## config.mk

```make
export PLATFORM = sky130hd
export DESIGN_NAME = serializador_parametrico_flat
export DESIGN_NICKNAME = d
export VERILOG_FILES = /design/src/rtl/serializador_parametrico_pkg.sv /design/src/rtl/serializador_parametrico_if.sv /design/src/rtl/serializador_parametrico_registrador_deslocamento.sv /design/src/rtl/serializador_parametrico.sv /design/src/flat_wrapper.sv
export SDC_FILE = /design/constraint.sdc
export NUM_CORES = 1
export LEC_CHECK = 0
export CORE_MARGIN = 1.5
export CORE_UTILIZATION = 54
export DETAILED_ROUTE_END_ITERATION = 16
export PLACE_DENSITY = 0.81
export SETUP_SLACK_MARGIN = 0.3
export SLEW_MARGIN = 20
export SYNTH_ARGS = -nofsm -noshare
export SYNTH_HDL_FRONTEND = slang
export SYNTH_SLANG_ARGS = --single-unit
```

## constraint.sdc

```tcl
create_clock -name clock -period 3.8 [get_ports clock]
set_clock_uncertainty 0.15 [all_clocks]
set_input_delay 0.76 -clock clock [delete_from_list [all_inputs] [get_ports clock]]
set_output_delay 0.76 -clock clock [all_outputs]
set_load 0.02 [all_outputs]
```

## src/rtl/serializador_parametrico_pkg.sv

```systemverilog
// Shared definitions for the serial converter family (serialiser now, deserialiser later).
// Holds the FSM state encoding and a constant clog2 helper used to size counters.
package serializador_parametrico_pkg;

  typedef enum logic {
    OCIOSO     = 1'b0,
    DESLOCANDO = 1'b1
  } estado_t;

  // Constant-foldable ceil(log2(valor)); valid for valor >= 1.
  function automatic int clog2_param(input int valor);
    int r;
    r = 0;
    while ((1 << r) < valor) r++;
    return r;
  endfunction

endpackage

```

## src/rtl/serializador_parametrico_if.sv

```systemverilog
// Word-input handshake of the serialiser: producer (master) to serialiser (slave).
// Valid/ready: a word moves on a rising clock where entrada_valida and entrada_pronta are both 1;
// the producer holds entrada_valida and entrada_paralela steady until that edge.
interface serializador_parametrico_if #(
  parameter int LARGURA = 6
);

  logic               entrada_valida;
  logic               entrada_pronta;
  logic [LARGURA-1:0] entrada_paralela;

  modport master (
    output entrada_valida,
    output entrada_paralela,
    input  entrada_pronta
  );

  modport slave (
    input  entrada_valida,
    input  entrada_paralela,
    output entrada_pronta
  );

endinterface

```

## src/rtl/serializador_parametrico_registrador_deslocamento.sv

```systemverilog
// Loadable LARGURA-bit shift register; bit_atual is always the next bit to leave.
// Load has priority over shift so a new word can replace the last bit in one edge.
module registrador_deslocamento_param #(
  parameter int LARGURA      = 6,
  parameter int MSB_PRIMEIRO = 0
) (
  input  logic               clock,
  input  logic               reset,
  input  logic               carregar,
  input  logic               deslocar,
  input  logic [LARGURA-1:0] dado,
  output logic               bit_atual
);

  logic [LARGURA-1:0] reg_q;

  always_ff @(posedge clock or posedge reset) begin
    if (reset) begin
      reg_q <= '0;
    end else if (carregar) begin
      reg_q <= dado;
    end else if (deslocar) begin
      if (MSB_PRIMEIRO != 0) reg_q <= {reg_q[LARGURA-2:0], 1'b0};
      else                   reg_q <= {1'b0, reg_q[LARGURA-1:1]};
    end
  end

  assign bit_atual = (MSB_PRIMEIRO != 0) ? reg_q[LARGURA-1] : reg_q[0];

endmodule

```

## src/rtl/serializador_parametrico.sv

```systemverilog
// Parametrised parallel-to-serial converter: counter, FSM, optional holding buffer and handshake.
// One bit leaves per clock with habilitar=1; a buffered word follows with no idle gap.
module serializador_parametrico
  import serializador_parametrico_pkg::*;
#(
  parameter int LARGURA      = 6,
  parameter int MSB_PRIMEIRO = 0,
  parameter int BUFFER_DUPLO = 1
) (
  input  logic    clock,
  input  logic    reset,
  input  logic    habilitar,
  serializador_parametrico_if.slave entrada,
  output logic    saida_serial,
  output logic    saida_valida,
  output logic    saida_ultimo,
  output logic    ocupado,
  output estado_t estado_dbg
);

  localparam int LARG_CONT = clog2_param(LARGURA + 1);
  localparam logic [LARG_CONT-1:0] CONT_CHEIO = LARG_CONT'(LARGURA);
  localparam logic [LARG_CONT-1:0] CONT_UM    = LARG_CONT'(1);

  estado_t            estado_q;
  logic [LARG_CONT-1:0] contador_q;
  logic [LARGURA-1:0] buffer_q;
  logic               buffer_cheio_q;

  logic               aceite;
  logic               emitir;
  logic               ultimo_bit;
  logic               carga_buffer;
  logic               carregar_sr;
  logic               grava_buffer;
  logic [LARGURA-1:0] dado_sr;
  logic               bit_atual;

  assign entrada.entrada_pronta = (BUFFER_DUPLO != 0) ? !buffer_cheio_q : (estado_q == OCIOSO);

  assign aceite       = entrada.entrada_valida && entrada.entrada_pronta;
  assign emitir       = (estado_q == DESLOCANDO) && habilitar;
  assign ultimo_bit   = emitir && (contador_q == CONT_UM);
  assign carga_buffer = ultimo_bit && buffer_cheio_q;
  // A word arriving on the last-bit edge with an empty buffer goes straight to the shifter.
  assign carregar_sr  = ((estado_q == OCIOSO) && aceite) || carga_buffer || (ultimo_bit && aceite);
  assign grava_buffer = (BUFFER_DUPLO != 0) && aceite && (estado_q == DESLOCANDO) && !ultimo_bit;
  assign dado_sr      = buffer_cheio_q ? buffer_q : entrada.entrada_paralela;

  registrador_deslocamento_param #(
    .LARGURA      (LARGURA),
    .MSB_PRIMEIRO (MSB_PRIMEIRO)
  ) u_registrador (
    .clock     (clock),
    .reset     (reset),
    .carregar  (carregar_sr),
    .deslocar  (emitir),
    .dado      (dado_sr),
    .bit_atual (bit_atual)
  );

  always_ff @(posedge clock or posedge reset) begin
    if (reset) begin
      estado_q       <= OCIOSO;
      contador_q     <= '0;
      buffer_q       <= '0;
      buffer_cheio_q <= 1'b0;
      saida_serial   <= 1'b0;
      saida_valida   <= 1'b0;
      saida_ultimo   <= 1'b0;
    end else begin
      saida_valida <= emitir;
      saida_ultimo <= ultimo_bit;

      if (emitir) begin
        saida_serial <= bit_atual;
        contador_q   <= contador_q - CONT_UM;
      end
      if (carregar_sr) begin
        contador_q <= CONT_CHEIO;
        estado_q   <= DESLOCANDO;
      end else if (ultimo_bit) begin
        estado_q <= OCIOSO;
      end

      if (grava_buffer) begin
        buffer_q       <= entrada.entrada_paralela;
        buffer_cheio_q <= 1'b1;
      end else if (carga_buffer) begin
        buffer_cheio_q <= 1'b0;
      end
    end
  end

  assign ocupado    = (estado_q == DESLOCANDO) || buffer_cheio_q;
  assign estado_dbg = estado_q;

endmodule
```

## src/flat_wrapper.sv

```systemverilog
// flat-port wrapper written by rule: the top's interface ports become plain ports
module serializador_parametrico_flat import serializador_parametrico_pkg::*;
#(
  parameter int LARGURA      = 6,
  parameter int MSB_PRIMEIRO = 0,
  parameter int BUFFER_DUPLO = 1
)
  (clock, reset, habilitar, saida_serial, saida_valida, saida_ultimo, ocupado, estado_dbg, entrada_entrada_valida, entrada_entrada_paralela, entrada_entrada_pronta);
  serializador_parametrico_if #(.LARGURA(LARGURA)) entrada_i ();
  input  logic clock;
  input  logic reset;
  input  logic habilitar;
  output logic saida_serial;
  output logic saida_valida;
  output logic saida_ultimo;
  output logic ocupado;
  output estado_t estado_dbg;
  input wire logic [$bits(entrada_i.entrada_valida)-1:0] entrada_entrada_valida;
  input wire logic [$bits(entrada_i.entrada_paralela)-1:0] entrada_entrada_paralela;
  output wire logic [$bits(entrada_i.entrada_pronta)-1:0] entrada_entrada_pronta;
  assign entrada_i.entrada_valida = entrada_entrada_valida;
  assign entrada_i.entrada_paralela = entrada_entrada_paralela;
  assign entrada_entrada_pronta = entrada_i.entrada_pronta;
  serializador_parametrico #(.LARGURA(LARGURA), .MSB_PRIMEIRO(MSB_PRIMEIRO), .BUFFER_DUPLO(BUFFER_DUPLO)) u_core (.clock(clock), .reset(reset), .habilitar(habilitar), .entrada(entrada_i), .saida_serial(saida_serial), .saida_valida(saida_valida), .saida_ultimo(saida_ultimo), .ocupado(ocupado), .estado_dbg(estado_dbg));
endmodule
```

Word-level counts from Yosys, hierarchy flattened
Cells that the tools add are included.
{ "word_totals": {"register_bits": 20, "input_bits": 10, "word_cells": 36} }
{ "classes": {"eq_ne": 1, "add_sub_neg": 1, "reduce_logical": 16, "muxes": 9, "n_bitwise": 1} }
{ "op_table": {"columns": ["operator", "n"], "rows": [
  ["$mux W6", 3],
  ["$logic_and A1 B1 Y1", 8],
  ["$mux W3", 2],
  ["$reduce_bool A2 Y1", 3],
  ["$mux W1", 4],
  ["$eq A3 B1 Y1 const B", 1],
  ["$logic_or A1 B1 Y1", 3],
  ["$sub A3 B1 Y3 const B", 1],
  ["$logic_not A1 Y1", 2],
  ["$not A1 Y1", 1]
]} }

Logic depth before layout (Yosys ltp)
{ "depth": {"ltp_word": 6, "ltp_mapped": 6, "mapped_depth_nobuf": 5} }

By module
A second synthesis with hierarchy kept.
{ "unflattened": {"cells_unflattened": 83, "area_unflattened_um2": 993.5} }
{ "modules_own_cells": {"columns": ["mod", "cells_each", "n_inst", "area_per_inst_um2"], "rows": [
  ["serializador_parametrico", 56, 1, 714.4],
  ["registrador_deslocamento_param", 27, 1, 279.0]
]} }

Worst setup path before layout
Ideal clock, no wire load.
{ "synth_timing": {"path_kind": "in2reg", "startpoint": "input port entrada_entrada_valida", "endpoint": "register u_core.buffer_q[0]", "path_stages": 3, "arrival_ps": 1515, "t_required_ps": 3525, "path_slack_ps": 2010, "cell_sequence": "nand2_2 a311oi_4 mux2_2"} }
{ "synth_via": {"elab_chain_cells": 3} }
{ "synth_rtl": {"columns": ["item", "line_no", "text"], "rows": [
  ["start: declaration", "flat_wrapper.sv:18", "input wire logic [$bits(entrada_i.entrada_valida)-1:0] entrada_entrada_valida;"],
  ["$logic_and A1 B1 Y1", "serializador_parametrico.sv:41", "assign aceite = entrada.entrada_valida && entrada.entrada_pronta;"],
  ["$logic_and A1 B1 Y1 (2 in a row)", "serializador_parametrico.sv:47", "assign grava_buffer = (BUFFER_DUPLO != 0) && aceite && (estado_q == DESLOCANDO) && !ultimo_bit;"],
  ["end signal: assignment", "serializador_parametrico.sv:87", "buffer_q <= entrada.entrada_paralela;"],
  ["end: declaration", "serializador_parametrico.sv:27", "logic [LARGURA-1:0] buffer_q;"]
]} }
No other way between the ends.
A chain may end at the register's enable or synchronous reset.

Worst setup path in the final report
{ "layout_timing": {"startpoint": "register u_core.buffer_cheio_q", "endpoint": "output port ocupado"} }
{ "layout_via": {"elab_chain_cells": 1} }
{ "layout_rtl": {"columns": ["item", "line_no", "text"], "rows": [
  ["start: declaration", "serializador_parametrico.sv:28", "logic buffer_cheio_q;"],
  ["start signal: assignment", "serializador_parametrico.sv:67", "buffer_cheio_q <= 1'b0;"],
  ["start signal: assignment", "serializador_parametrico.sv:88", "buffer_cheio_q <= 1'b1;"],
  ["start signal: assignment", "serializador_parametrico.sv:90", "buffer_cheio_q <= 1'b0;"],
  ["$logic_or A1 B1 Y1", "serializador_parametrico.sv:95", "assign ocupado = (estado_q == DESLOCANDO) || buffer_cheio_q;"],
  ["end: declaration", "flat_wrapper.sv:16", "output logic ocupado;"]
]} }
No other way between the ends.

==> results.txt <==
----------------------------------------------------
[Floorplan]
  Core box area ... 1580 sq um
  Die boundary width ... 45.0 microns
  Initial standard-cell utilization of the core ... 60.4%
  I/O pin count ... 16
  Die outline area ... 2020 sq um
  Die height ... 45.0 microns
  Std cell rows ... 14

[Yosys]
  Flop and latch count out of synthesis ... 20
  Xor and xnor area share after synthesis ... 1.84%
  Post-synthesis instance area ... 952 sq um
  Number of warnings issued by yosys ... 0
  Post-Synthesis Cells ... 73
  Share of the synthesized area in the top cell type ... 52.6%
  Fraction of registers with async set/reset ... 100%
  Ranking of synthesized cells by instance count ... 20 x dfrtp_1, 17 x mux2i_1, 8 x inv_1, 7 x mux2_2, 3 x nor2_1
  Top cells by area in the synthesized netlist ... dfrtp_1 53%, mux2i_1 18%, mux2_2 8.3%
  Cell with the most instances after synthesis ... dfrtp_1
  Basic-gate share of the synthesized area counting and, or, nand and nor cells ... 5.26%
  Seq/Total Area, Yosys ... 52.6%
  Count of different cell masters after synthesis ... 20
  Mean post-synth cell area ... 13.0 sq um
  Flip-flop cell with the highest count after synthesis ... dfrtp_1
  Main combinational cell family by area after synthesis ... multiplexers
  Synthesized-area fraction occupied by ao, oa, aoi and oai cells ... 5.91%
  Total nets after synthesis ... 85
  Cell type with the largest total area after synthesis ... dfrtp_1
  Multiplexer fraction of the synthesized cell area ... 26.1%
  Post-synthesis adder-cell area fraction ... 2.63%
  Number of flops mapped to enable cells by yosys ... 0

[STA]
  RSZ-0062 raised after global routing ... no
  Final Max Tran Viols ... 0
  Post-route fraction of the period consumed by the critical path ... 69.9%
  Time the worst path needs with I/O delays and setup ... 2660 ps
  Number of endpoints with negative hold slack in the final report ... 0
  Worst-case hold slack ... 362 ps
  Achievable frequency ... 376 MHz
  Slew at the pin closest to its max-slew limit ... 735 ps
  Min setup slack post-route ... 1140 ps
  Rel. slew slack ... 50.9%
  Setup-violating endpoint count in the final report ... 0
  Setup TNS Final ... 0 ps

[Clock network]
  Total clock buffers created by CTS ... 3
  CTS resizes ... 0
  Clock tree from TritonCTS ... yes
  # H-tree levels ... 1
  Total of hold buffers inserted after clock tree synthesis ... 0
  Post-CTS setup buffer count ... 0
  Clock-pin transition on the worst setup and hold timing paths ... 120 ps
  Number of buffers on the longest clock path ... 2
  TritonCTS Sinks ... 20
  Library cell used as clock root buffer ... clkbuf_4
  Clock Latency Late Sink ... 300 ps

[Status]
  Outcome ... finished, final reports clean

[GRT]
  Pin count of the biggest net entering global routing ... 21
  Total global routing track utilization ... 17.0%
  Vias in the first global route ... 574
  First-pass GRT wire length ... 2420 microns
  Global route overflow ... 0
  Antenna violations before repair ... 0

[Setup path]
  Critical path's largest stage delay ... 670 ps
  Crit path launch type ... flop
  Family with the most delay on the worst path ... flip-flops
  Kind of end point of the critical path ... output port
  Critical path buffer and inverter count ... 2
  Origin of the critical flop-to-flop path ... u_core.contador_q[1]
  Cells on worst reg2reg path ... 5
  Required time worst endpoint ... 2890 ps
  Kind of critical path ... flop to output port
  Critical-path cell with the highest stage delay ... dfrtp_1
  Critical R2R Capture ... u_core.u_registrador.reg_q[2]
  Largest fanout on the critical path ... 10
  Cell breakdown of the critical path ... nor2_1 -> inv_1 -> clkdlybuf4s50_1
  Arrival time of the worst setup path ... 1750 ps
  Worst setup slack for register-to-register paths ... 1920 ps

[Routing]
  Average wire per standard cell ... 13.2 microns
  Final wirelength ... 1390 microns
  Post-route DRC violation count ... 0
  Total via count after detailed routing ... 569
  Detailed-route vias per instance ... 5.42
  First-pass DRT Iterations ... 4
  Violation count after the first detailed-routing iteration ... 8
  Residual antenna-violating net count after detailed routing ... 0

[Placement]
  Global placer's final weighted congestion ... 0.771
  Count of port buffers added during placement ... 15
  Half-perimeter wire length of the detailed placement result ... 970 microns
  Worst setup slack before clock tree synthesis ... 1270 ps

[Worst hold path]
  Kind of path behind the tightest hold check ... flop to flop
  Min-Delay Path Depth ... 1
  Worst Hold End ... u_core.contador_q[1]
  Startpoint of the worst hold path ... u_core.contador_q[1]

[Pwr]
  Maximum VDD drop ... 0.502 mV
  LEAKAGE ... 0.569 nW
  Overall power of the completed layout ... 0.858 mW
  Pwr per Cell Area ... 746 nW/um^2

[Layout]
  Number of nets at the end of the flow ... 102
  Number of diodes ... 0
  Layout overhead on the synthesized area ... 20.9%
  Sequential cell area ... 500 sq um
  Core utilization of the finished layout ... 73.0%
  Number of filler instances in the final layout ... 111
  Total area of multi-input combinational cells ... 398 sq um
  Fraction of layout instances using a drive strength above 1 ... 15.7%

[Run]
  Number of max-cap violations ... 0

----------------------------------------------------
-- layer usage --
metal	global-route usage (%)	share of wire (%)
met1	19.1	45
met2	30.9	51
met3	2.40	3.3
met4	8.82	0.87
met5	0	0
-- cell families (layout without fill, tap and decap cells) --
kind of cell / after synthesis / after routing
muxes: 24 / 24
DFF: 20 / 20
buffers and inverters: 11 / 27
and+or+nand+nor: 9 / 9
AOI/OAI and AO/OA: 5 / 5
adders and majority gates: 2 / 2
xor gates and xnor gates: 2 / 2
-- layout make-up --
type / count / share of cell area [%]
flip-flops and latches: 20 / 43.5
clock inverters: 1 / 2.61
well taps: 16 / 1.74
clock buffers: 3 / 1.96
inverters: 8 / 2.61
multi-input cells: 42 / 34.6
repair buffers: 15 / 13.0
-- per-stage QoR --
stage	area (sq um)	instances
final	1150	105
after global routing	1150	105
after CTS	1150	105
after detailed placement	1100	101
after global placement	1100	101
after floorplan	952	73
-- worst max-delay path by stage --
| stage | from | end | slack, ps | cells after the start |
|---|---|---|---|---|
| 2_1_floorplan | entrada_entrada_valida | u_core.buffer_q[0] | 2010 | 3 |
| 3_3_place_gp | habilitar | u_core.u_registrador.reg_q[2] | 1320 | 4 |
| 3_5_place_dp | habilitar | u_core.u_registrador.reg_q[2] | 1270 | 4 |
| 4_1_cts | u_core.buffer_cheio_q | ocupado | 1110 | 3 |
| 5_1_grt | u_core.buffer_cheio_q | ocupado | 1020 | 3 |
| 6_report | u_core.buffer_cheio_q | ocupado | 1140 | 3 |
-- cells in the final DEF (no fill, tap or decap), drive strengths merged --
master	netlist	routed
a211o	1	1
a21oi	1	1
a311oi	1	1
and4b	1	1
bufinv	0	1
clkbuf	0	3
clkdlybuf4s50	0	15
dfrtp	20	20
ha	2	2
inv	8	8
mux2	7	7
mux2i	17	17
nand2	3	3
nand2b	1	1
nand3	1	1
nor2	3	3
o21bai	1	1
o22a	1	1
xnor2	2	2
-- registers in the layout, summed over array words and instances, names as in the netlist --
| register | cells |
|---|---|
| u_core.buffer_cheio_q | 1 |
| u_core.estado_dbg | 1 |
| u_core.u_registrador.reg_q | 6 |
| u_core.saida_valida | 1 |
| u_core.saida_ultimo | 1 |
| u_core.buffer_q | 6 |
| u_core.saida_serial | 1 |
| u_core.contador_q | 3 |
-- where the power goes --
part           internal, mW  total [mW]  switching, mW
clock network         0.107       0.174         0.0673
registers             0.299       0.363         0.0642
logic                 0.174       0.321          0.147
total                 0.580       0.858          0.278
Power figures use the tool's default switching activity.
